File: src/rtl/trafficchk_axis_sink.sv
// AXI4-Stream sink that checks an incrementing data pattern and tlast position, with AXI4-Lite control/status.
// Optional `TRAFFICCHK_THROTTLE_EN` drops tready one cycle in four while active.
module trafficchk_axis_sink #(
  parameter int C_S00_AXI_DATA_WIDTH   = 32,
  parameter int C_S00_AXI_ADDR_WIDTH   = 4,
  parameter int C_S00_AXIS_TDATA_WIDTH = 32
) (
  input  logic                                s00_axi_aclk,
  input  logic                                s00_axi_aresetn,
  input  logic [C_S00_AXI_ADDR_WIDTH-1:0]     s00_axi_awaddr,
  input  logic [2:0]                          s00_axi_awprot,
  input  logic                                s00_axi_awvalid,
  output logic                                s00_axi_awready,
  input  logic [C_S00_AXI_DATA_WIDTH-1:0]     s00_axi_wdata,
  input  logic [C_S00_AXI_DATA_WIDTH/8-1:0]   s00_axi_wstrb,
  input  logic                                s00_axi_wvalid,
  output logic                                s00_axi_wready,
  output logic [1:0]                          s00_axi_bresp,
  output logic                                s00_axi_bvalid,
  input  logic                                s00_axi_bready,
  input  logic [C_S00_AXI_ADDR_WIDTH-1:0]     s00_axi_araddr,
  input  logic [2:0]                          s00_axi_arprot,
  input  logic                                s00_axi_arvalid,
  output logic                                s00_axi_arready,
  output logic [C_S00_AXI_DATA_WIDTH-1:0]     s00_axi_rdata,
  output logic [1:0]                          s00_axi_rresp,
  output logic                                s00_axi_rvalid,
  input  logic                                s00_axi_rready,
  input  logic [C_S00_AXIS_TDATA_WIDTH-1:0]   s00_axis_tdata,
  input  logic                                s00_axis_tvalid,
  input  logic                                s00_axis_tlast,
  output logic                                s00_axis_tready,
  output logic                                chk_error
);

  localparam int DATA_W = C_S00_AXIS_TDATA_WIDTH;

  typedef enum logic {DISABLED = 1'b0, ACTIVE = 1'b1} state_t;

  function automatic logic [31:0] apply_strb(input logic [31:0] cur, input logic [31:0] data,
                                             input logic [3:0] strb);
    logic [31:0] r;
    r = cur;
    for (int i = 0; i < 4; i++)
      if (strb[i]) r[8*i +: 8] = data[8*i +: 8];
    return r;
  endfunction

  function automatic logic [15:0] sat_add16(input logic [15:0] a, input logic [1:0] b);
    logic [16:0] s;
    s = {1'b0, a} + {15'd0, b};
    return s[16] ? 16'hFFFF : s[15:0];
  endfunction

  state_t              state, state_nxt;
  logic                awready_q, arready_q, bvalid_q, rvalid_q;
  logic [31:0]         rdata_q, rd_mux;
  logic                enable;
  logic [31:0]         len_reg;
  logic [2:0]          flags;
  logic [15:0]         err_count, pkt_count;
  logic [31:0]         beat_count, beat_idx;
  logic [DATA_W-1:0]   exp_data;
  logic                tready_q, tready_d, tready_out, chk_error_p1;
  logic                wr_en, rd_en, clear, beat;
  logic                data_bad, early_last, missing_last;
  logic [1:0]          err_inc;
  logic                unused_ok;

  assign unused_ok = ^{s00_axi_awprot, s00_axi_arprot, s00_axi_awaddr[1:0], s00_axi_araddr[1:0]};

  assign wr_en = awready_q & s00_axi_awvalid & s00_axi_wvalid;
  assign rd_en = arready_q & s00_axi_arvalid;
  assign clear = wr_en && (s00_axi_awaddr[3:2] == 2'd0) && s00_axi_wstrb[0] && s00_axi_wdata[1];

  assign s00_axi_awready = awready_q;
  assign s00_axi_wready  = awready_q;
  assign s00_axi_bvalid  = bvalid_q;
  assign s00_axi_bresp   = 2'b00;
  assign s00_axi_arready = arready_q;
  assign s00_axi_rvalid  = rvalid_q;
  assign s00_axi_rdata   = rdata_q;
  assign s00_axi_rresp   = 2'b00;
  assign chk_error       = chk_error_p1;

  // AXI-Lite handshakes: ready pulses are one cycle wide because they self-cancel
  always_ff @(posedge s00_axi_aclk) begin
    if (!s00_axi_aresetn) begin
      awready_q <= 1'b0;
      bvalid_q  <= 1'b0;
      arready_q <= 1'b0;
      rvalid_q  <= 1'b0;
      rdata_q   <= '0;
    end else begin
      awready_q <= ~awready_q & s00_axi_awvalid & s00_axi_wvalid & ~bvalid_q;
      if (wr_en)               bvalid_q <= 1'b1;
      else if (s00_axi_bready) bvalid_q <= 1'b0;
      arready_q <= ~arready_q & s00_axi_arvalid & ~rvalid_q;
      if (rd_en) begin
        rvalid_q <= 1'b1;
        rdata_q  <= rd_mux;
      end else if (s00_axi_rready) begin
        rvalid_q <= 1'b0;
      end
    end
  end

  always_ff @(posedge s00_axi_aclk) begin
    if (!s00_axi_aresetn) begin
      enable  <= 1'b0;
      len_reg <= '0;
    end else if (wr_en) begin
      case (s00_axi_awaddr[3:2])
        2'd0:    if (s00_axi_wstrb[0]) enable <= s00_axi_wdata[0];
        2'd1:    len_reg <= apply_strb(len_reg, s00_axi_wdata, s00_axi_wstrb);
        default: ;
      endcase
    end
  end

  always_comb begin
    rd_mux = '0;
    case (s00_axi_araddr[3:2])
      2'd0: rd_mux = {27'd0, flags, 1'b0, enable};
      2'd1: rd_mux = len_reg;
      2'd2: rd_mux = {err_count, pkt_count};
      2'd3: rd_mux = beat_count;
    endcase
  end

  // Stream FSM; tready is registered so it trails the state by one cycle
  always_comb begin
    state_nxt = state;
    tready_d  = 1'b0;
    case (state)
      DISABLED: if (enable) state_nxt = ACTIVE;
      ACTIVE: begin
        tready_d = enable;
        if (!enable) state_nxt = DISABLED;
      end
      default: state_nxt = DISABLED;
    endcase
  end

  always_ff @(posedge s00_axi_aclk) begin
    if (!s00_axi_aresetn) begin
      state    <= DISABLED;
      tready_q <= 1'b0;
    end else begin
      state    <= state_nxt;
      tready_q <= tready_d;
    end
  end

`ifdef TRAFFICCHK_THROTTLE_EN
  logic [1:0] thr_cnt;
  always_ff @(posedge s00_axi_aclk) begin
    if (!s00_axi_aresetn) thr_cnt <= 2'd0;
    else                  thr_cnt <= thr_cnt + 2'd1;
  end
  assign tready_out = tready_q & (thr_cnt != 2'd3);
`else
  assign tready_out = tready_q;
`endif

  assign s00_axis_tready = tready_out;
  assign beat            = s00_axis_tvalid & tready_out;

  // Per-beat checks: data mismatch and tlast position relative to LEN
  assign data_bad     = (s00_axis_tdata != exp_data);
  assign early_last   = (len_reg != 0) && s00_axis_tlast && (beat_idx < len_reg - 32'd1);
  assign missing_last = (len_reg != 0) && !s00_axis_tlast && (beat_idx == len_reg - 32'd1);
  assign err_inc      = {1'b0, data_bad} + {1'b0, early_last} + {1'b0, missing_last};

  always_ff @(posedge s00_axi_aclk) begin
    if (!s00_axi_aresetn || clear) begin
      flags      <= '0;
      err_count  <= '0;
      pkt_count  <= '0;
      beat_count <= '0;
      beat_idx   <= '0;
      exp_data   <= '0;
    end else if (beat) begin
      beat_count <= beat_count + 32'd1;
      exp_data   <= s00_axis_tdata + 1'b1;
      flags      <= flags | {missing_last, early_last, data_bad};
      err_count  <= sat_add16(err_count, err_inc);
      if (s00_axis_tlast) begin
        beat_idx  <= '0;
        pkt_count <= pkt_count + 16'd1;
      end else begin
        beat_idx  <= beat_idx + 32'd1;
      end
    end
  end

  // Error output registered one cycle behind the sticky flags
  always_ff @(posedge s00_axi_aclk) begin
    if (!s00_axi_aresetn) chk_error_p1 <= 1'b0;
    else                  chk_error_p1 <= |flags;
  end

endmodule
File: config.mk
export PLATFORM = sky130hd
export DESIGN_NAME = trafficchk_axis_sink
export DESIGN_NICKNAME = d
export VERILOG_FILES = /design/src/rtl/trafficchk_axis_sink.sv
export SDC_FILE = /design/constraint.sdc
export NUM_CORES = 1
export LEC_CHECK = 0
export ABC_CLOCK_PERIOD_IN_PS = 12900
export CAP_MARGIN = 0
export CORE_ASPECT_RATIO = 1.4
export CORE_MARGIN = 2
export CORE_UTILIZATION = 61
export CTS_BUF_LIST = sky130_fd_sc_hd__clkbuf_16
export DETAILED_ROUTE_END_ITERATION = 10
export GPL_ROUTABILITY_DRIVEN = 0
export PLACE_DENSITY = 0.91
export SLEW_MARGIN = 20
export SYNTH_ARGS = -nofsm -noshare
export SYNTH_HDL_FRONTEND = slang
export SYNTH_SLANG_ARGS = --single-unit
File: constraint.sdc
create_clock -name s00_axi_aclk -period 12.9 [get_ports s00_axi_aclk]
set_clock_uncertainty 0.1 [all_clocks]
set_input_delay 2.58 -clock s00_axi_aclk [delete_from_list [all_inputs] [get_ports s00_axi_aclk]]
set_output_delay 2.58 -clock s00_axi_aclk [all_outputs]
set_load 0.03 [all_outputs]
==> impl_results.md <==
* Compound-Gate Fraction of Synth Area at 11.8%
* Main combinational cell family by area after synthesis: simple AND/OR/NAND/NOR gates
* Post-Syn Area at 11200 µm²
* Share of cells above drive strength 1 at 6.85%
* # hold bufs at CTS at 0
* CP endpoint kind: flip-flop
* Max-slew headroom at 27.5%
* Unrepaired setup endpoints after global routing: no
* Leakage at 4.82 nW
* Most instantiated cells after synthesis: dfxtp_1, nor2_1, nand2_1
* Synth Area in Adders at 4.84%
* CTS clk-pin slew, worst paths at 0.06 ns
* Worst-Skew Late Latency at 0.50 ns
* DRC at 0
* Nets at 1519
* Crit path DAT at 6.91 ns
* Register area share after synthesis at 36.4%
* Wire length after detailed routing at 31.9 mm
* Period minus WS final at 6.57 ns
* TritonCTS buffer count at 21
* Min-delay worst type: flip-flop to flip-flop
* Synth area leader: dfxtp_1
* Max-slew violation count at 0
* Worst EP required at 13.24 ns
* Die area at 19400 µm²
* FFs w/ async S/R, synth at 0%
* I/O Buffers at 119
* Area grow syn2layout at 17.3%
* Worst setup SP type: input port
* Core ar. at 17900 µm²
* Simple-Gate Fraction of Synth Area at 27.4%
* Fin. Hold Viols at 0
* Total track usage at 32.4%
* H-Tree Depth at 1
* Top cell by count, worst path: nand4_1
* Post-Synth XOR/XNOR Area at 12.0%
* Synth Flop Type: dfxtp_1
* Synth area leaders: dfxtp_1, xnor2_1, xor2_1, nor2_1, ha_1
* Critical path, cell by cell: clkdlybuf4s50_1 -> xor2_1 -> nor4_1 -> nand4_1 -> or2_2 -> fa_1 -> ha_1 -> fa_1 -> nand4_1 -> nor3_1 -> nand4_1 -> nand3_1 -> o211a_1
* Crit share post-route at 50.9%
* Register area at 4060 µm²
* Vias per cell at 6.37
* WS Path Type: input port to flip-flop
* Global-route wire length before repair at 51.3 mm
* Clock buffer depth at 3
* Setup Fix Bufs, Post-CTS at 0
* DR pass1 iterations at 5
* Power Dens Cells at 101 nW/µm²
* IO Pins at 134
* Ys Warns at 0
* Clock sinks at 203
* Max Clk Rate at 0.152 GHz
* Slew @ Worst Pin at 1.09 ns
* Max-cap violations at 0
* Std cell rows at 58
* WL/cell at 19.5 µm
* Crit-path slowest cell: nand4_1
* Antenna-violating nets left at 0
* DR iter-0 viols at 1130
* Number of global-route vias before repair at 10300
* Setup TNS at 0 ns
* Die extent in y at 164 µm
* Max stage delay on crit path at 0.60 ns
* Hpwl dp at 22.1 mm
* Yosys top cell area share at 36.4%
* Register bit total from synthesis at 203
* Multiplexer share of the synthesized area at 4.25%
* Crit-path max FO at 12
* Util after Layout at 73.1%
* Antenna diodes at 0
* DIE WIDTH at 118 µm
* Maximum vdd drop at 109 µV
* Status: finished clean
* Post-synth EDFFs at 0
* Initial antenna violation count at 1
* Largest net degree at the start of global routing at 100
* Starting density of the core at 62.3%
* Most common cell in the netlist: dfxtp_1
* Syn Area/Cell at 8.58 µm²
* Count of different cell masters after synthesis at 59
* Synth Instances at 1302
* Multi-input combinational cell area at 6770 µm²
* CTS root buffer: clkbuf_16
* Filler instances at 1283
* CTS resizes at 0
* GRT overflow at 0
* Final setup viols at 0
* Via Count at 10400
* CTS tree: done
==> kinds of logic (layout without fill, tap and decap cells) <==
| group | Yosys count | count (layout) |
|---|---|---|
| AOI/OAI and AO/OA | 188 | 188 |
| xor gates and xnor gates | 153 | 153 |
| adders and majority gates | 42 | 42 |
| buffers and inverters | 89 | 185 |
| DFF | 203 | 203 |
| muxes | 39 | 39 |
| other | 1 | 4 |
| and+or+nand+nor | 587 | 587 |
==> area by class of cell <==
cell class / count / area share [%]
repair buffers: 129 / 9.63
inverters: 18 / 0.516
multi-input cells: 1013 / 51.7
well taps: 240 / 2.29
clock buffers: 21 / 4.01
clock inverters: 17 / 0.812
flip-flops and latches: 203 / 31.0
==> per-stage QoR <==
| step | instances | worst slack, ns | area, µm² | total power [mW] | hold slack [ns] |
|---|---|---|---|---|---|
| 2_1_floorplan | 1305 | 7.24 | 11200 | 0.709 | 0.336 |
| 3_3_place_gp | 1603 | 6.00 | 12500 | 0.759 | 0.323 |
| 3_5_place_dp | 1603 | 5.90 | 12500 | 0.762 | 0.348 |
| 4_1_cts | 1641 | 6.35 | 13100 | 1.32 | 0.370 |
| 5_1_grt | 1641 | 5.99 | 13100 | 1.36 | 0.380 |
| 6_report | 1641 | 6.33 | 13100 | 1.32 | 0.370 |
==> cells in the final DEF (no fill, tap or decap), drive strengths merged, types with 21 or more instances in the layout <==
cell and count:
dfxtp 203, nor2 149, nand2 122, clkdlybuf4s50 118, nand3 79, xnor2 77, xor2 76, nand4 41
a21oi 40, ha 40, a21boi 37, nor4 37, a211oi 32, nor3 30, nor3b 30, a221oi 30
mux2 27, and3 26, inv 25, clkbuf 21
==> worst max-delay path: cells and delay by family <==
family,cells,cell delay [ns]
and+or+nand+nor,7,2.50
xor gates and xnor gates,1,0.20
buffers and inverters,1,0.52
AOI/OAI and AO/OA,1,0.16
adders and majority gates,3,0.93
==> worst paths after layout <==
| path | from | end | slack [ns] | cells after the start |
|---|---|---|---|---|
| worst max register to register | len_reg[0] | err_count[15] | 6.91 | 19 |
| worst max-delay path | s00_axis_tdata[17] | err_count[15] | 6.33 | 13 |
| worst min-delay path | s00_axi_bvalid | s00_axi_awready | 0.37 | 1 |
| worst min register to register | s00_axi_bvalid | s00_axi_awready | 0.37 | 1 |
==> layer usage <==
metal | GRT usage [%] | share of wire (%)
met1 | 36.2 | 36
met2 | 57.4 | 50
met3 | 4.79 | 7.2
met4 | 20.7 | 6.5
met5 | 0 | 0
==> where the power goes <==
| part | switching [mW] | total (mW) | internal (mW) |
|---|---|---|---|
| sequential | 0.00337 | 0.635 | 0.632 |
| clock | 0.255 | 0.572 | 0.317 |
| combinational | 0.0640 | 0.116 | 0.0515 |
Note: power is estimated with default switching activity, not from simulation.
